$ cat src/rtl/rank_change_logger.sv
// Change logger for the running second-largest tracker: every change of
// rank_in becomes a {value, timestamp} record in a small FWFT FIFO.
module rank_change_logger #(
  parameter int DATA_WIDTH  = 32,
  parameter int STAMP_WIDTH = 16,
  parameter int DEPTH       = 8,
  parameter int CNT_WIDTH   = 8
) (
  input  logic                   clk,
  input  logic                   resetn,
  input  logic                   clr,
  input  logic [DATA_WIDTH-1:0]  rank_in,
  output logic                   out_valid,
  input  logic                   out_ready,
  output logic [DATA_WIDTH-1:0]  out_value,
  output logic [STAMP_WIDTH-1:0] out_stamp,
  output logic                   full,
  output logic [CNT_WIDTH-1:0]   drop_count
);

  localparam int AW = (DEPTH > 1) ? $clog2(DEPTH) : 1;
  localparam logic [AW:0] FULL_COUNT = (AW + 1)'(DEPTH);

  // Handshake: a record leaves the FIFO on any edge where out_valid and
  // out_ready are both high; out_valid never depends on out_ready.

  logic [DATA_WIDTH-1:0]  mem_value_q [DEPTH];
  logic [STAMP_WIDTH-1:0] mem_stamp_q [DEPTH];

  logic [AW-1:0]          wr_ptr_q, wr_ptr_d;
  logic [AW-1:0]          rd_ptr_q, rd_ptr_d;
  logic [AW:0]            count_q, count_d;
  logic [STAMP_WIDTH-1:0] stamp_q, stamp_d;
  logic [DATA_WIDTH-1:0]  prev_q, prev_d;
  logic [CNT_WIDTH-1:0]   drop_q, drop_d;

  logic empty;
  logic is_full;
  logic evt;
  logic pop;
  logic push;
  logic drop_evt;

  always_comb begin
    empty    = (count_q == '0);
    is_full  = (count_q == FULL_COUNT);
    pop      = !clr && !empty && out_ready;
    evt      = !clr && (rank_in != prev_q);
    // A full FIFO still takes a record when the head leaves on the same edge.
    push     = evt && (!is_full || pop);
    drop_evt = evt && is_full && !pop;

    wr_ptr_d = wr_ptr_q;
    rd_ptr_d = rd_ptr_q;
    count_d  = count_q;
    stamp_d  = stamp_q + STAMP_WIDTH'(1);
    prev_d   = rank_in;
    drop_d   = drop_q;

    if (clr) begin
      wr_ptr_d = '0;
      rd_ptr_d = '0;
      count_d  = '0;
      stamp_d  = '0;
      prev_d   = '0;
      drop_d   = '0;
    end else begin
      if (push) wr_ptr_d = wr_ptr_q + AW'(1);
      if (pop)  rd_ptr_d = rd_ptr_q + AW'(1);
      case ({push, pop})
        2'b10:   count_d = count_q + (AW + 1)'(1);
        2'b01:   count_d = count_q - (AW + 1)'(1);
        default: count_d = count_q;
      endcase
      if (drop_evt && (drop_q != '1)) drop_d = drop_q + CNT_WIDTH'(1);
    end
  end

  always_ff @(posedge clk or negedge resetn) begin
    if (!resetn) begin
      wr_ptr_q <= '0;
      rd_ptr_q <= '0;
      count_q  <= '0;
      stamp_q  <= '0;
      prev_q   <= '0;
      drop_q   <= '0;
    end else begin
      wr_ptr_q <= wr_ptr_d;
      rd_ptr_q <= rd_ptr_d;
      count_q  <= count_d;
      stamp_q  <= stamp_d;
      prev_q   <= prev_d;
      drop_q   <= drop_d;
    end
  end

  // Storage needs no reset: the read side masks it whenever the FIFO is empty.
  always_ff @(posedge clk) begin
    if (push) begin
      mem_value_q[wr_ptr_q] <= rank_in;
      mem_stamp_q[wr_ptr_q] <= stamp_q;
    end
  end

  assign out_valid  = !empty;
  assign full       = is_full;
  assign drop_count = drop_q;
  assign out_value  = empty ? '0 : mem_value_q[rd_ptr_q];
  assign out_stamp  = empty ? '0 : mem_stamp_q[rd_ptr_q];

endmodule

$ cat config.mk
export PLATFORM = sky130hd
export DESIGN_NAME = rank_change_logger
export DESIGN_NICKNAME = d
export VERILOG_FILES = /design/src/rtl/rank_change_logger.sv
export SDC_FILE = /design/constraint.sdc
export NUM_CORES = 1
export LEC_CHECK = 0
export ABC_AREA = 0
export BUFFER_PORTS_ARGS = -buffer_cell sky130_fd_sc_hd__buf_4
export CAP_MARGIN = 20
export CORE_UTILIZATION = 30
export DETAILED_ROUTE_END_ITERATION = 8
export GPL_TIMING_DRIVEN = 0
export HOLD_SLACK_MARGIN = 0.06
export SLEW_MARGIN = 40
export SYNTH_ARGS = -nofsm -noshare
export SYNTH_HDL_FRONTEND = slang
export SYNTH_SLANG_ARGS = --single-unit
$ cat constraint.sdc
create_clock -name clk -period 5.8 [get_ports clk]
set_input_delay 0.58 -clock clk [delete_from_list [all_inputs] [get_ports clk]]
set_output_delay 0.58 -clock clk [all_outputs]
set_load 0.02 [all_outputs]
## Word level (Yosys, flattened, before mapping)

Memories as Yosys holds them, arrays and structs flattened.
Cells that the tools add are included.

| operators by class | value |
|---|---|
| $add $sub $neg | 6 |
| eq/ne operators | 5 |
| multiplexer cells | 14 |
| reductions and logical operators | 17 |

Operators with widths:

| cell | count |
|---|---|
| 32-bit 2-to-1 mux | 2 |
| 16-bit 2-to-1 mux | 2 |
| 32-bit inequality test | 1 |
| 16-bit by 1-bit adder with 16-bit output (second input constant) | 1 |
| 8-bit 2-to-1 mux | 2 |
| 3-bit 2-to-1 mux | 4 |
| 8-bit by 1-bit adder with 8-bit output (second input constant) | 1 |
| 8-bit inequality test (second input constant) | 1 |
| 4-bit one-hot mux with 2 select lines | 1 |
| 1-bit logical AND | 7 |
| 3-bit by 1-bit adder with 3-bit output (second input constant) | 2 |
| 2-bit nonzero test | 3 |
| 4-bit by 1-bit adder with 4-bit output (second input constant) | 1 |
| 4-bit equality test (second input constant) | 1 |
| 1-bit zero test | 4 |
| 4-bit zero test | 1 |
| 4-bit 2-to-1 mux | 1 |
| 4-bit by 1-bit subtractor with 4-bit output (second input constant) | 1 |
| 3-bit nonzero test | 1 |
| 2-bit by 1-bit equality test with 1-bit output (second input constant) | 1 |
| 2-bit equality test (second input constant) | 1 |
| 1-bit 2-to-1 mux | 2 |
| 1-bit logical OR | 1 |

| word-level totals | value |
|---|---|
| bits in registers | 66 |
| RAM bits | 384 |
| input port bits | 36 |
| word-level logic and storage cells | 50 |
| memories | 2 |

Memories:

| memory | depth | width | rd ports | clocked after Yosys merged registers in | write ports | RTL line | source |
|---|---|---|---|---|---|---|---|
| mem_value_q | 8 | 32 | 1 | 0 | 1 | 27 | `logic [DATA_WIDTH-1:0] mem_value_q [DEPTH];` |
| mem_stamp_q | 8 | 16 | 1 | 0 | 1 | 28 | `logic [STAMP_WIDTH-1:0] mem_stamp_q [DEPTH];` |

## Depth between registers and ports, before layout

| depth | value |
|---|---|
| depth after elaboration | 9 |
| gate-level depth with buffers | 12 |
| depth with buffers taken out | 11 |

## Worst setup path after synthesis

No wires, ideal clock.

| path | value |
|---|---|
| path kind | input to register |
| start | input rank_in[2] |
| end | memory mem_stamp_q[1][0] (enable) |
| library setup time | 0.572 ns |
| arrival time | 5.692 ns |
| path slack | -0.464 ns |
| cell stages on the path | 5 |
| buffers on the path | 0 |
| cell sequence | xor2_1 -> nor4_2 -> nand4_2 -> o21ai_2 -> nor4_1 |

| on the way | value |
|---|---|
| cells in the longest elaborated chain, start to end | 5 |

Ends and longest elaborated chain:

| item | RTL line | source |
|---|---|---|
| from (decl) | 12 | `input logic [DATA_WIDTH-1:0] rank_in,` |
| 32-bit inequality test | 48 | `evt = !clr && (rank_in != prev_q);` |
| 1-bit logical AND | 48 |  |
| 1-bit logical AND | 50 | `push = evt && (!is_full \|\| pop);` |
| 1-bit 2-to-1 mux | 99 | `if (push) begin` |
| 1-bit 2-to-1 mux (not written as such) | 101 | `mem_stamp_q[wr_ptr_q] <= stamp_q;` |
| to (decl) | 28 |  |

No other way between the ends.

## Worst setup path in the final report

| path | value |
|---|---|
| start | register count_q[1] |
| end | output out_stamp[0] |

| on the way | value |
|---|---|
| cells in the longest elaborated chain, start to end | 2 |

Ends and longest elaborated chain:

| item | RTL line | source |
|---|---|---|
| from (decl) | 32 | `logic [AW:0] count_q, count_d;` |
| from (signal assigned) | 90 | `count_q <= count_d;` |
| 4-bit zero test | 45 | `empty = (count_q == '0);` |
| 16-bit 2-to-1 mux | 109 | `assign out_stamp = empty ? '0 : mem_stamp_q[rd_ptr_q];` |
| to (decl) | 16 | `output logic [STAMP_WIDTH-1:0] out_stamp,` |

No other way between the ends.

==> summary.md <==
| Metric | Value |
|---|---|
| Synth area leaders | `edfxtp_1 (65%), mux4_2 (12%), dfrtp_1 (9.3%)` |
| GRT overflow | `0` |
| DRT iter0 DRCs | `597` |
| Logic pwr share | `13.8%` |
| Via count | `9101` |
| GPL Wtd Cong | `0.755` |
| Share of layout cells above drive strength 1 | `31.1%` |
| Seq cells post-synth | `450` |
| Die X | `246 um` |
| Root buf cell | `clkbuf_16` |
| Sw frac | `24.1%` |
| Critical path launch point type | `flip-flop` |
| CP Buf/Inv Count | `3` |
| IR drop worst, VDD | `0.186 mV` |
| Total count of hold-check failures in the final report | `0` |
| Final net count | `1170` |
| DRC errors left | `2` |
| Crit end category | `primary output` |
| IO buf count | `93` |
| Clk slew on worst S/H paths | `60 ps` |
| Number of synthesized flops with an enable pin | `384` |
| Critical path type | `reg2out` |
| Adder-cell area share of the yosys netlist | `0.533%` |
| Final WL | `40.3 mm` |
| Crit path time final | `3790 ps` |
| Top Family by Delay on Critical Path | `simple AND/OR/NAND/NOR gates` |
| Later-pin clock latency in the skew report | `560 ps` |
| Met2 Use GR | `22.4%` |
| Post-Synthesis Cells | `924` |
| CTS buffer count | `46` |
| GR met3 Demand/Resource | `2.88%` |
| Setup TNS | `0 ps` |
| Clock Sink Count | `450` |
| Core Region | `58900 um^2` |
| Final setup fails | `0` |
| First-pass GRT wire length | `61.1 mm` |
| Flop pwr share | `48.7%` |
| Largest family of logic cells by synthesized area | `multiplexers` |
| Count leader, synth | `edfxtp_1` |
| Clock network power share | `37.5%` |
| Top FF cell, synth | `edfxtp_1` |
| Maxcap violations | `0` |
| P per Cell Area | `345 nW/um^2` |
| Distinct cells, synth | `46` |
| Mux cell area share after synthesis | `14.9%` |
| Synthesized area per cell | `19.3 um^2` |
| WL per Instance | `20.8 um` |
| Slowest stage delay, CP | `500 ps` |
| Fmax | `0.264 GHz` |
| Synth Area in Compound Gates | `1.27%` |
| Detail Placement HPWL | `28.0 mm` |
| GRT Max-Usage Layer | `met2` |
| Drt via density | `4.70` |
| Die height | `246 um` |
| IO Count | `94` |
| Dpl cell area | `20200 um^2` |
| Total power | `7480 uW` |
| Post-synth top cells | `edfxtp_1 (384), mux4_2 (96), nor2_1 (83)` |
| Synth warn | `0` |
| Synth Area in XOR/XNOR | `2.70%` |
| Antenna violations before repair | `2` |
| Fillers | `5385` |
| Post-CTS sizing | `0` |
| Asr flop ratio synth | `14.7%` |
| Antenna-violating nets left | `0` |
| H-Tree Depth | `2` |
| Actual slew at the worst max-slew pin | `890 ps` |
| Synth-to-Final Area Change | `21.3%` |
| CP Cell Sequence | `or3_1 > nor2_2 > buf_2 > clkbuf_1 > nor2_1 > buf_4` |
| Sequential area share after synthesis | `73.8%` |
| Post-Synth Simple-Gate Area | `5.54%` |
| Largest net degree at the start of global routing | `67` |
| Internal power | `5670 uW` |
| CP required | `5220 ps` |
| Post-synth top area share | `64.6%` |
| Syn nets | `967` |
| Worst-path fanout max | `10` |
| CP Data Arrival Time | `3210 ps` |
| Area leader, netlist | `edfxtp_1` |
| Vias in the first global route | `9582` |
| Num rows | `89` |
| GR Util met1 | `18.1%` |
| Initial cell density of the core | `30.3%` |
| Leak pwr | `0.00742 uW` |
| Layout Skew | `20.4 ps` |
| Crit share post-route | `65.3%` |
| CTS tree | `yes` |
| Net Sw Power | `1800 uW` |
| Total track usage | `13.6%` |
| Synthesized area | `17900 um^2` |
| Place WS | `1810 ps` |
| Post-route worst setup slack | `2010 ps` |
| DR pass1 iterations | `7` |
| CP max stage cell | `clkbuf_1` |
| Headroom to the max-slew limit | `40.7%` |
| Failing checks | `design-rule violations` |
| Maximum clock path buffer count | `3` |
| Status | `finished with violations` |
| Design area | `21700 um^2` |
| Die area | `60500 um^2` |
| RSZ-0062 raised after global routing | `false` |
| Final Max Tran Viols | `0` |
| Min-Delay Path Class | `in2reg` |
state kept, by name (all words and copies together), names as in the netlist:
name         flops
count_q          4
drop_count       8
mem_stamp_q    128
mem_value_q    256
prev_q          32
rd_ptr_q         3
stamp_q         16
wr_ptr_q         3
stage by stage:
stage	utilization, %	std cells	hold slack, ps
floorplan	-	924	284
global placement	33.1	1790	572
detailed placement	34.3	1851	574
CTS	36.8	1934	242
global route	36.8	1935	250
finish	36.8	1935	271
cell usage in the layout, fill, tap and decap left out, types with 9 or more instances in the layout:
cell and count:
clkbuf_16 47, nand3_1 14, nor2_1 80, clkbuf_1 30, buf_2 28, nand4_1 9
buf_4 127, dfrtp_1 66, edfxtp_1 384, mux4_2 96, nor2b_1 33, xor2_1 47
nand2_1 15, mux2i_1 50
cell type report:
| type | instances | area [um^2] | share of cell area, % |
|---|---|---|---|
| repair buffers | 155 | 1350 | 6.24 |
| multi-input cells | 426 | 4510 | 20.8 |
| flip-flops and latches | 450 | 13200 | 60.9 |
| clock inverters | 21 | 189 | 0.872 |
| plain buffers | 43 | 203 | 0.936 |
| well taps | 773 | 967 | 4.47 |
| diodes | 1 | 2.50 | 0.0116 |
| inverters | 5 | 18.8 | 0.0867 |
| clock buffers | 61 | 1230 | 5.67 |
worst paths after layout:
kind	startpoint	endpoint	slack, ps	cells after the start
worst max-delay path	count_q[1]	out_stamp[0]	2010	6
worst min-delay path	rank_in[14]	mem_value_q[5][14]	270	1
worst max register to register	prev_q[1]	count_q[3]	2130	12
worst min register to register	drop_count[7]	drop_count[7]	590	2
max in group asynchronous	resetn	prev_q[29]	4700	2
min in group asynchronous	resetn	drop_count[2]	580	2
power by group through the flow:
stage / Clock, uW / Sequential (uW) / Combinational [uW]
2_1_floorplan: 0 / 3710 / 626
3_3_place_gp: 0 / 3720 / 1020
3_5_place_dp: 0 / 3710 / 1060
4_1_cts: 2870 / 3640 / 1060
5_1_grt: 2990 / 3650 / 1120
6_report: 2800 / 3640 / 1030
worst register-to-register path: stages (launching register included):
cell     delay, ps
dfrtp_1        380
xor2_1         190
nor4_2         560
and4_1         290
buf_2          240
nand2_1        190
nor3_1         420
ha_1           320
a21o_1         180
a21oi_1        360
nor2_1          70
o21ai_0        190
a31oi_1        100
kinds of logic after synthesis:
group | count (synthesis)
compound gates | 29
buf+inv | 48
xor+xnor | 55
flops | 450
mux | 146
simple gates | 189
fa+ha+maj | 7
layer usage:
layer	share of wire, %	vias up
li1	-	4060
met1	44	4798
met2	49	188
met3	4.8	53
met4	2.0	2
met5	0.022	-
repair_timing:
action                    CTS  global route
hold endpoints to repair   10             0
hold buffers                1             0
buffers inserted            0             0
Note: power is estimated with default switching activity, not from simulation.
